$ cat src/rtl/microcode_ctrl.sv
// microcode_ctrl: microcoded control unit for an N-bit datapath.
// It fetches a 16-bit instruction into IR, then steps a micro-PC (upc 0..4)
// and emits one control word per cycle. Control outputs are a combinational
// decode of (upc, IR, flags). Register 7 is the program counter.
//
// Ports:
//   clk, rst                 rising-edge clock, asynchronous active-high reset
//   instr, instr_valid       instruction word and its valid strobe (sampled in FETCH)
//   step                     single-step gate (present only with CTRL_SINGLE_STEP_EN)
//   z_flag, n_flag, o_flag   datapath ALU flags
//   instr_req                high while in FETCH (and not in reset)
//   ie, write, reada, readb  datapath / register-file enables
//   en, oe                   ALU+flag enable, datapath dout enable
//   bypassa, bypassb         offset replaces operand A / B
//   mov_sel                  dout sources operand B
//   op                       ALU op (000 ADD .. 110 PASS A, 111 INC A)
//   waddr, ra, rb            register addresses
//   offset                   immediate to datapath
//   mem_we                   data memory write strobe
//   upc                      current micro-PC (debug)
//
// Optional feature macro: CTRL_SINGLE_STEP_EN (adds the step input).
module microcode_ctrl #(
  parameter int M = 3,
  parameter int N = 8
) (
  input  logic         clk,
  input  logic         rst,
  input  logic [15:0]  instr,
  input  logic         instr_valid,
`ifdef CTRL_SINGLE_STEP_EN
  input  logic         step,
`endif
  input  logic         z_flag,
  input  logic         n_flag,
  input  logic         o_flag,
  output logic         instr_req,
  output logic         ie,
  output logic         write,
  output logic         reada,
  output logic         readb,
  output logic         en,
  output logic         oe,
  output logic         bypassa,
  output logic         bypassb,
  output logic         mov_sel,
  output logic [2:0]   op,
  output logic [M-1:0] waddr,
  output logic [M-1:0] ra,
  output logic [M-1:0] rb,
  output logic [N-1:0] offset,
  output logic         mem_we,
  output logic [2:0]   upc
);

  localparam logic [2:0] UPC_FETCH = 3'd0;
  localparam logic [2:0] UPC_1     = 3'd1;
  localparam logic [2:0] UPC_2     = 3'd2;
  localparam logic [2:0] UPC_3     = 3'd3;
  localparam logic [2:0] UPC_4     = 3'd4;

  localparam logic [2:0] OP_ADD  = 3'b000;
  localparam logic [2:0] OP_PASS = 3'b110;
  localparam logic [2:0] OP_INC  = 3'b111;

  localparam logic [M-1:0] PC_REG = '1;

  logic [15:0]  ir;
  logic [2:0]   flags;      // {Z, N, O}
  logic [2:0]   upc_nxt;
  logic         pcinc;
  logic         br_taken;
  logic         br_cond;
  logic         fetch_go;
  logic [3:0]   opc;
  logic [M-1:0] rd, rs1, rs2;
  logic [N-1:0] imm_ext;

  assign opc = ir[15:12];
  assign rd  = M'(ir[11:9]);
  assign rs1 = M'(ir[8:6]);
  assign rs2 = M'(ir[5:3]);

  generate
    if (N > 9) begin : g_sext
      assign imm_ext = {{(N-9){ir[8]}}, ir[8:0]};
    end else begin : g_trunc
      assign imm_ext = ir[N-1:0];
    end
  endgenerate

`ifdef CTRL_SINGLE_STEP_EN
  assign fetch_go = instr_valid & step;
`else
  assign fetch_go = instr_valid;
`endif

  always_comb begin
    case (opc[1:0])
      2'b00:   br_cond = flags[2];
      2'b01:   br_cond = flags[1];
      2'b10:   br_cond = flags[0];
      default: br_cond = 1'b1;
    endcase
  end

  always_comb begin
    instr_req = 1'b0;
    ie        = 1'b0;
    write     = 1'b0;
    reada     = 1'b0;
    readb     = 1'b0;
    en        = 1'b0;
    oe        = 1'b0;
    bypassa   = 1'b0;
    bypassb   = 1'b0;
    mov_sel   = 1'b0;
    op        = OP_ADD;
    waddr     = '0;
    ra        = '0;
    rb        = '0;
    offset    = '0;
    mem_we    = 1'b0;
    upc_nxt   = upc + 3'd1;
    pcinc     = 1'b0;
    br_taken  = 1'b0;

    if (upc == UPC_FETCH) begin
      instr_req = ~rst;
      upc_nxt   = UPC_FETCH;
    end else begin
      case (opc)
        4'b0000, 4'b0001, 4'b0010, 4'b0011,
        4'b0100, 4'b0101, 4'b0110: begin
          if (upc == UPC_1) begin
            reada = 1'b1; readb = 1'b1; ra = rs1; rb = rs2;
          end else if (upc == UPC_2) begin
            reada = 1'b1; readb = 1'b1; en = 1'b1; write = 1'b1;
            waddr = rd;
            op    = (opc == 4'b0110) ? OP_PASS : opc[2:0];
          end else begin
            pcinc = 1'b1;
          end
        end
        4'b1000: begin  // LD
          if (upc == UPC_1) begin
            reada = 1'b1; ra = rs1; op = OP_PASS; en = 1'b1; oe = 1'b1;
          end else if (upc == UPC_2) begin
            ie = 1'b1; write = 1'b1; waddr = rd;
          end else begin
            pcinc = 1'b1;
          end
        end
        4'b1001: begin  // ST
          if (upc == UPC_1) begin
            reada = 1'b1; readb = 1'b1; ra = rs1; rb = rs2;
          end else if (upc == UPC_2) begin
            reada = 1'b1; readb = 1'b1; op = OP_PASS; en = 1'b1; oe = 1'b1;
          end else if (upc == UPC_3) begin
            reada = 1'b1; readb = 1'b1; mov_sel = 1'b1; oe = 1'b1; mem_we = 1'b1;
          end else begin
            pcinc = 1'b1;
          end
        end
        4'b1010: begin  // LDI
          if (upc == UPC_1) begin
            bypassa = 1'b1; op = OP_PASS; en = 1'b1; write = 1'b1;
            waddr   = rd;   offset = imm_ext;
          end else begin
            pcinc = 1'b1;
          end
        end
        4'b1100, 4'b1101, 4'b1110, 4'b1111: begin
          if (upc == UPC_1 && br_cond) begin
            reada  = 1'b1; ra = PC_REG; bypassb = 1'b1; offset = imm_ext;
            op     = OP_ADD; en = 1'b1; write = 1'b1; waddr = PC_REG; oe = 1'b1;
            br_taken = 1'b1;
            upc_nxt  = UPC_FETCH;
          end else begin
            pcinc = 1'b1;
          end
        end
        default: pcinc = 1'b1;  // NOP encodings
      endcase
    end

    // Shared PC increment; also the landing step for any out-of-range upc.
    if (pcinc) begin
      reada   = 1'b1; ra = PC_REG; op = OP_INC; en = 1'b1;
      write   = 1'b1; waddr = PC_REG; oe = 1'b1;
      upc_nxt = UPC_FETCH;
    end
  end

  always_ff @(posedge clk or posedge rst) begin
    if (rst) begin
      upc   <= UPC_FETCH;
      ir    <= '0;
      flags <= '0;
    end else begin
      if (upc == UPC_FETCH) begin
        if (fetch_go) begin
          ir  <= instr;
          upc <= UPC_1;
        end
      end else if (upc_nxt > UPC_4) begin
        upc <= UPC_FETCH;
      end else begin
        upc <= upc_nxt;
      end
      // Taken branches use op=ADD on the PC; they must not disturb flags.
      if (en && op != OP_INC && !br_taken)
        flags <= {z_flag, n_flag, o_flag};
    end
  end

endmodule

$ cat config.mk
export PLATFORM = sky130hd
export DESIGN_NAME = microcode_ctrl
export DESIGN_NICKNAME = d
export VERILOG_FILES = /design/src/rtl/microcode_ctrl.sv
export SDC_FILE = /design/constraint.sdc
export NUM_CORES = 1
export LEC_CHECK = 0
export BUFFER_PORTS_ARGS = -buffer_cell sky130_fd_sc_hd__buf_4
export CELL_PAD_IN_SITES_DETAIL_PLACEMENT = 1
export CELL_PAD_IN_SITES_GLOBAL_PLACEMENT = 2
export CORE_MARGIN = 2
export CORE_UTILIZATION = 30
export CTS_CLUSTER_DIAMETER = 200
export DETAILED_ROUTE_END_ITERATION = 7
export PLACE_DENSITY = 0.93
export SYNTH_ARGS = -nofsm -noshare
export SYNTH_HDL_FRONTEND = slang
export SYNTH_SLANG_ARGS = --single-unit
$ cat constraint.sdc
create_clock -name clk -period 3.52 [get_ports clk]
set_clock_uncertainty 0.05 [all_clocks]
set_input_delay 0.352 -clock clk [delete_from_list [all_inputs] [get_ports clk]]
set_output_delay 0.352 -clock clk [all_outputs]
set_load 0.02 [all_outputs]
# After elaboration in Yosys (flattened, before gate mapping)
# Cells that the tools add are included.
# Widths: inputs -> output; s select.
classes:
  addsub: 1
  n_mul: 0
  n_div: 0
  n_lt_le_gt_ge: 1
  n_eq_ne: 20
  shift: 0
  n_mux: 78
  n_bitwise: 1
  n_reduce_logical: 14
op_table:
  columns: ["op", "n"]
  rows:
  - ["$mux 3", 27]
  - ["$mux 1", 37]
  - ["$eq 4x4->1 const B", 7]
  - ["$mux 8", 3]
  - ["$pmux 3 s3", 2]
  - ["$pmux 8 s2", 1]
  - ["$reduce_or 8->1", 2]
  - ["$eq 4x3->1 const B", 3]
  - ["$pmux 1 s3", 4]
  - ["$reduce_or 9->1", 1]
  - ["$eq 4x2->1 const B", 2]
  - ["$pmux 1 s4", 2]
  - ["$reduce_or 7->1", 1]
  - ["$eq 3x2->1 const B", 2]
  - ["$pmux 3 s2", 1]
  - ["$eq 4x1->1 const B", 1]
  - ["$logic_not 4->1", 1]
  - ["$reduce_or 4->1", 1]
  - ["$add 3x1->3 const B", 1]
  - ["$eq 3x1->1 const B", 1]
  - ["$gt 3x3->1 const B", 1]
  - ["$logic_and 1x1->1", 3]
  - ["$logic_not 3->1", 1]
  - ["$ne 3x3->1 const B", 1]
  - ["9 further kinds", 9]
totals:
  register_bits: 22
  latchBits: 0
  mem_bits_rw: 0
  rom_bits: 0
  in_bits: 22
  out_inout_bits: 34
  wordCells: 118
  n_memories: 0

# Logic depth before layout (Yosys ltp)
# Gate-level depths: netlist of run 1.
logic_depth:
  word_depth: 10
  depth_mapped: 8
  ltp_nobuf: 7

# Least setup slack after synthesis of run 1
# Ideal clock, no wire load.
synth_path:
  path_type: "register to output"
  startpoint: "register upc[1]"
  endpoint: "output waddr[0]"
  t_arrival_ps: 2096
  t_required_ps: 3118
  setup_slack_ps: 1022
  path_stages_with_launch: 8
  path_buffers: 0
  cell_sequence: "dfrtp_1 > inv_1 > ha_1 > nor3b_1 > o211a_1 > nor3_1 > o21bai_1 > a21oi_1"
synth_via:
  elab_chain_cells: 7
  word_cells_on_any_way: 21
  cone_classes: "eq/ne (3); mux (16); reduce/logical (2)"
synth_lines:
  columns: ["element", "line", "text"]
  rows:
  - ["start: declaration", "53", "output logic [2:0] upc"]
  - ["start signal: assignment", "209", "upc <= upc_nxt;"]
  - ["$eq 3x2->1", "159", "end else if (upc == UPC_3) begin"]
  - ["$mux 1", "159", null]
  - ["$mux 1", "157", "end else if (upc == UPC_2) begin"]
  - ["$mux 1", "155", "if (upc == UPC_1) begin"]
  - ["$pmux 1 s4", "132", "case (opc)"]
  - ["$mux 1", "128", "if (upc == UPC_FETCH) begin"]
  - ["$mux 3 *", "188", "if (pcinc) begin"]
  - ["end: declaration", "48", "output logic [M-1:0] waddr,"]
# Mark *: on every way between the ends. The rest lies on a longest branch, timed or not.

# Final worst setup path of run 1
layout_path:
  startpoint: "register upc[1]"
  endpoint: "output offset[7]"
layout_via:
  elab_chain_cells: 5
  word_cells_on_any_way: 7
  cone_classes: "eq/ne (1); mux (4); reduce/logical (2)"
layout_lines:
  columns: ["element", "line", "text"]
  rows:
  - ["$eq 3x1->1", "166, 174", null]
  - ["$logic_and 1x1->1", "174", "if (upc == UPC_1 && br_cond) begin"]
  - ["$mux 8", "174", null]
  - ["$pmux 8 s2", "132", null]
  - ["$mux 8 *", "128", null]
  - ["end: declaration", "51", "output logic [N-1:0] offset,"]
# Marks and branches as above.

==> results of run 1 <==
## registers in the layout, indices dropped and copies added, names as in the netlist
name,cells
upc,3
ir,16
flags,3
## worst paths after layout
kind / slack (ns) / cells past startpoint / from / endpoint
worst max-delay path: 0.62 / 8 / upc[1] / offset[7]
worst min-delay path: 0.22 / 2 / rst / ir[3]
worst max register to register: 0.85 / 5 / upc[0] / ir[7]
worst min register to register: 0.47 / 1 / ir[1] / ir[1]
max in group asynchronous: 2.68 / 2 / rst / ir[9]
min in group clk: 0.24 / 2 / instr_valid / upc[1]
## power breakdown
group | switching (uW) | leakage [uW] | total (uW) | internal (uW)
Sequential | 126 | 0.000265 | 497 | 371
Clock | 87.0 | 0.0000357 | 239 | 152
Combinational | 959 | 0.000693 | 1650 | 693
## synthesized netlist by cell type, drive strengths merged
master / n
o32ai: 1
inv: 6
a31oi: 3
o21ai: 8
nor3: 7
nor4: 1
o22ai: 4
a311o: 1
a21o: 4
nand2b: 6
nand2: 5
a311oi: 1
xnor2: 1
nand4b: 1
nor3b: 2
clkbuf: 3
and2: 13
nor4bb: 1
mux2: 19
o21a: 1
a21oi: 13
o21bai: 4
a22o: 1
o211a: 2
nand3: 5
o31ai: 1
ha: 5
a211oi: 4
dfrtp: 22
buf: 8
mux2i: 2
o211ai: 1
nor2b: 4
nor4b: 1
nor2: 9
a22oi: 2
or3: 1
## kinds of logic after synthesis
group                    count (synthesis)
AND/OR/NAND/NOR                         56
multiplexers                            21
flip-flops                              22
buffers and inverters                   17
adder cells (fa/ha/maj)                  5
AO/OA/AOI/OAI                           51
XOR/XNOR                                 1
## worst max-delay path: cells and delay by family (launching register included)
| family | cells | cell delay, ns |
|---|---|---|
| adders and majority gates | 1 | 0.26 |
| AOI/OAI and AO/OA | 1 | 0.45 |
| buffers and inverters | 2 | 0.25 |
| DFF | 1 | 0.42 |
| and+or+nand+nor | 4 | 0.85 |
## area by class of cell
class / instances / area, um^2
fillers: 638 / 2990
repair buffers: 60 / 450
clock inverters: 1 / 30.0
inverters: 6 / 22.5
multi-input cells: 134 / 972
well taps: 70 / 87.6
clock buffers: 3 / 41.3
flip-flops and latches: 22 / 551
## metrics by stage
step,total power (uW),std cells
2_1_floorplan,1550,173
3_3_place_gp,2130,292
3_5_place_dp,2150,292
4_1_cts,2400,296
5_1_grt,2570,296
6_report,2390,296
## placed cells by master (no fill, tap or decap), types with 2 or more instances in the layout
cell       n
inv_1      6
dfrtp_1   22
a31oi_1    3
nor3b_1    2
o211a_1    2
mux2_2    16
nand3_1    5
a22oi_1    2
a211oi_1   2
mux2_1     3
nor2_1     9
nand2b_1   6
a21oi_1   13
ha_1       5
o21bai_1   4
nor3_1     6
nand2_1    5
mux2i_1    2
nor2b_1    4
clkbuf_8   3
o21ai_0    8
a21o_1     4
buf_4     60
o22ai_1    4
and2_1    13
## layer usage
metal	up-vias	share of wire, %	wire [um]	track usage (%)
met5	-	0	0	0
met4	0	1.9	88	5.36
met3	9	6.6	312	4.24
met2	49	47	2210	26.8
met1	739	44	2090	20.5
li1	738	-	-	-
==> reports/metrics.cfg, run 1 <==
[status]
status = complete, no violations

[hold_path]
worst_hold_path_type = in2async

[setup_path]
criticalPathCategory = reg2out
max_stage_delay_ns = 0.45
cpMostUsedCell = nor2_1
cp_cell_sequence = inv_1, ha_1, nand4b_1, a211oi_4, nor2_1, nor2_1, and2_1, buf_4
end_kind = primary output
cp_slowest_cell = a211oi_4
critPathMaxFanout = 10
cp-start-kind = register
required_ns = 3.12
critPathArrivalTime_ns = 2.49

[floorplan]
initial_core_util_pct = 31.1
die_area_um2 = 5930
core-area_um2 = 5140
rows = 26
top_level_ports = 56
die_h_um = 77.0
die_w_um = 77.0

[synth]
synth-xor-area-share_pct = 0.548
synth-seq-area-share_pct = 34.4
syn_nets = 200
synth_compound_gate_area_share_pct = 21.9
synth_top_family_by_area = compound AO/OA/AOI/OAI gates
yosysTopAreaCell = dfrtp_1
ys_top_cells_by_area = dfrtp_1, mux2_2, and2_1
synth_cell_types = 42
synth_mux_area_share_pct = 14.6
synth_adder_area_share_pct = 3.91
syn_inst = 173
netlist_area_um2 = 1600
synthSimpleGateAreaFrac_pct = 19.8
ys_ff_latch = 22
syn-mean-instance-area_um2 = 9.24
yosysWarnings = 0
yosysTopAreaCellShare_pct = 34.4

[timing]
worstMarginPinSlew_ns = 0.854
period_share_pct = 82.3
fmax_mhz = 345
hold_viol = 0
rsz0062_at_grt = no
fin_ws_ns = 0.625
fin_crit_ns = 2.90
setup_viol = 0
setup_tns_ns = 0
hold_ws_ns = 0.215
slew_violations = 0
worst_slew_margin_rel_pct = 43.0

[grt]
grt_pass1_wl_mm = 7.83
grt-ovfl-total = 0
grt_pass1_vias = 1611
antenna_found_initial = 0
grt_usage_pct = 16.2
grt_max_degree = 23

[clocking]
postCtsSetupBuffers = 0
cts_made_buffers = 3
cts_resized = 0
cts_tree = yes
hold_buffers = 0
ctsRootBufferMaster = clkbuf_8
clkLatencyLatePin_ns = 0.27
clock_sinks = 22
clk_pin_slew_ns = 0.09
cts_buffer_depth = 2
htreeDepth = 1

[route]
dr.pass1.iters = 4
wl_per_cell_um = 15.9
routed_wl_mm = 4.70
drt_iter0_markers = 97
ant_nets = 0
drc = 0
viasPerCell = 5.19
vias = 1535

[cells_and_area]
areaGrowthSynthToFinish_pct = 34.7
final_net_count = 254
drive_gt1_share_pct = 36.7
final_area_um2 = 2150
final_core_util_pct = 41.9
diodes = 0

[placed_design]
io_buffers = 55
gp_congestion = 0.812
place_hpwl_mm = 3.64
pre_cts_ws_ns = 0.812
dpl_cell_area_um2 = 2080

[power_and_ir_drop]
ir_worst_vdd_uv = 540
power_density_nw_per_um2 = 1110
power_leakage_uw = 0.000994

[job]
maxCapViolations = 0

Power figures use the tool's default switching activity.
==> run 2, diff against run 1 <==
- CORE_UTILIZATION: 30 -> 26
- PLACE_DENSITY: 0.93 -> 0.86
- clock period: 3.52 -> 2.35 ns (I/O delays scaled with it)
==> run 2 against run 1 <==
The run now ends with negative setup slack left; power increased by 90%; die area increased by 15%; sequential share of layout area decreased by 5.0 points; wire length increased by 27%; register-to-register slack got worse by 0.80 ns; hold slack got worse by 0.11 ns; via count increased by 13%; highest routed layer unchanged; clock power increased by 19%; combinational power increased by 110%; largest cell class unchanged; non-clock buffer count increased by 32; design area increased by 26%; global-route usage increased by 0.98 points.
==> reports/metrics.cfg, run 2 (synthesized netlist as in run 1, its figures left out) <==
[grt]
grt_pass1_wl_mm = 8.94  ; +14%
grt_max_degree = 23  ; unchanged
grt-ovfl-total = 0  ; unchanged
grt_pass1_vias = 1793  ; +11%
antenna_found_initial = 0  ; unchanged
grt_usage_pct = 17.2  ; +0.98 points

[cells_and_area]
seqCellArea_um2 = 556  ; +0.91%
final_cell_mix = buf_4, dfrtp_1, buf_6
multi_input_area_um2 = 1220  ; +26%
diodes = 0  ; unchanged
max_flop_register = ir
finalNonFillerCells = 333  ; +13%
areaGrowthSynthToFinish_pct = 69.4
largest_reg_flops = 16  ; unchanged
drive_gt1_share_pct = 63.2  ; +26 points
final_area_um2 = 2710  ; +26%
final_net_count = 286  ; +13%
top_regs = ir x16, flags x3, upc x3
fillCellCount = 664  ; +4.1%
final_common_cell = buf_4

[placed_design]
dpl_cell_area_um2 = 2240  ; +7.4%
place_hpwl_mm = 4.12  ; +13%
gp_congestion = 0.888  ; +9.4%
io_buffers = 55  ; unchanged
dp.cells = 316  ; +8.2%

[route]
dr.pass1.iters = 4  ; unchanged
drc = 0  ; unchanged
routed_wl_mm = 5.96  ; +27%
drt_iter0_markers = 101  ; +4.1%
viasPerCell = 5.20  ; +0.30%
wl_per_cell_um = 17.9  ; +13%
vias = 1732  ; +13%
ant_nets = 0  ; unchanged

[power_and_ir_drop]
p_sw_share_pct = 47.9  ; -1.1 points
p_int_uw = 2360  ; +94%
comb_power_share_pct = 77.4  ; +8.2 points
power_leakage_uw = 0.00121  ; +22%
ir_worst_vdd_uv = 1390  ; +160%
power_switching_uw = 2170  ; +86%
power.share.clock_pct = 6.3  ; -3.7 points
seq_power_share_pct = 16.4  ; -4.4 points
power_density_nw_per_um2 = 1680  ; +51%

[timing]
period_share_pct = 107
hold_viol = 0  ; unchanged
hold_ws_ns = 0.102  ; -0.113 ns
fin_crit_ns = 2.52
fin_ws_ns = -0.168  ; -0.793 ns
setup_tns_ns = -2.25  ; -2.25 ns
slew_violations = 0  ; unchanged
fmax_mhz = 397
worst_slew_margin_rel_pct = 40.4  ; -2.6 points
worstMarginPinSlew_ns = 0.893  ; +0.0390 ns
setup_viol = 21  ; +21
rsz0062_at_grt = yes

[setup_path]
r2r-start = upc[1]
path_buf_inv = 2  ; unchanged
max_stage_delay_ns = 0.39  ; -0.06 ns
critPathMaxFanout = 3  ; -7
cp-start-kind = register
worst-r2r-cell-count = 10  ; +5
startpoint = upc[1]
cp_cell_sequence = buf_6, ha_4, ha_4, a22oi_2, o211a_1, a21o_1, a311oi_2, o22ai_2, buf_6
cp_slowest_cell = dfrtp_1
cp_top_family = compound AO/OA/AOI/OAI gates
criticalPathCategory = reg2out
end_kind = primary output
critPathArrivalTime_ns = 2.23  ; -0.26 ns
path_depth = 9  ; +1
required_ns = 2.07  ; -1.05 ns

[floorplan]
die_w_um = 82.4  ; +7.0%
die_area_um2 = 6790  ; +15%
top_level_ports = 56  ; unchanged
rows = 28  ; +7.7%
initial_core_util_pct = 27.0  ; -4.1 points
core-area_um2 = 5920  ; +15%
die_h_um = 82.4  ; +7.0%

[clocking]
cts_tree = yes
htreeDepth = 1  ; unchanged
cts_buffer_depth = 2  ; unchanged
ctsRootBufferMaster = clkbuf_8
clkLatencyLatePin_ns = 0.27  ; about the same
cts_made_buffers = 3  ; unchanged
clk_pin_slew_ns = 0.09  ; about the same
clock_sinks = 22  ; unchanged

[job]
maxCapViolations = 0  ; unchanged

[status]
status = finished, violations left
violations = negative setup slack

[hold_path]
hp-start = instr_valid
holdPathStages = 2
worst_hold_path_type = in2reg

[run 2: changes by cell type in the layout (fill, tap and decap cells not counted), sizes merged]
cell    previous run  this run
bufinv             1         0
clkbuf             3         4
buf               60        92
[run 2: layout make-up]
type	count	share of cell area (%)
flip-flops and latches	22	20.5
clock buffers	4	2.03
well taps	75	3.46
repair buffers	92	27.9
inverters	6	0.924
multi-input cells	134	45.2
[run 2: stage by stage]
| step | utilization [%] | setup WS [ns] | total power, uW |
|---|---|---|---|
| floorplan | - | 0.0142 | 2330 |
| finish | 45.8 | -0.168 | 4540 |
| detailed placement | 37.8 | -0.147 | 3460 |
| global route | 45.8 | -0.232 | 4790 |
| CTS | 43.5 | -0.0947 | 4250 |
| global placement | 37.8 | -0.0371 | 3410 |
[run 2: final timing paths]
check                         end  slack (ns)
setup / recovery            op[0]       -0.17
hold / removal             upc[1]        0.10
setup reg to reg           upc[0]        0.05
hold reg to reg             ir[0]        0.46
max in group asynchronous  ir[15]        1.52
min in group asynchronous  upc[2]        0.11
[run 2: repair_timing]
action	CTS	global route
gates cloned	0	0
pin swaps	14	13
resized for setup	47	33
setup buffers	11	3
hold buffers	0	0
setup endpoints to repair	25	37
[run 2: per-layer routing]
| metal | routed length (um) | vias up | global-route usage (%) |
|---|---|---|---|
| met4 | 125 | 0 | 4.67 |
| met2 | 2990 | 51 | 29.2 |
| met3 | 275 | 14 | 2.72 |
| met5 | 0 | - | 0 |
| met1 | 2570 | 867 | 22.6 |
| li1 | - | 800 | - |
[run 2: power by group through the flow]
stage / clock network (uW) / registers [uW] / logic [uW]
3_5_place_dp: 0 / 732 / 2730
5_1_grt: 302 / 776 / 3710
4_1_cts: 288 / 730 / 3230
3_3_place_gp: 0 / 725 / 2680
2_1_floorplan: 0 / 670 / 1660
6_report: 285 / 742 / 3510
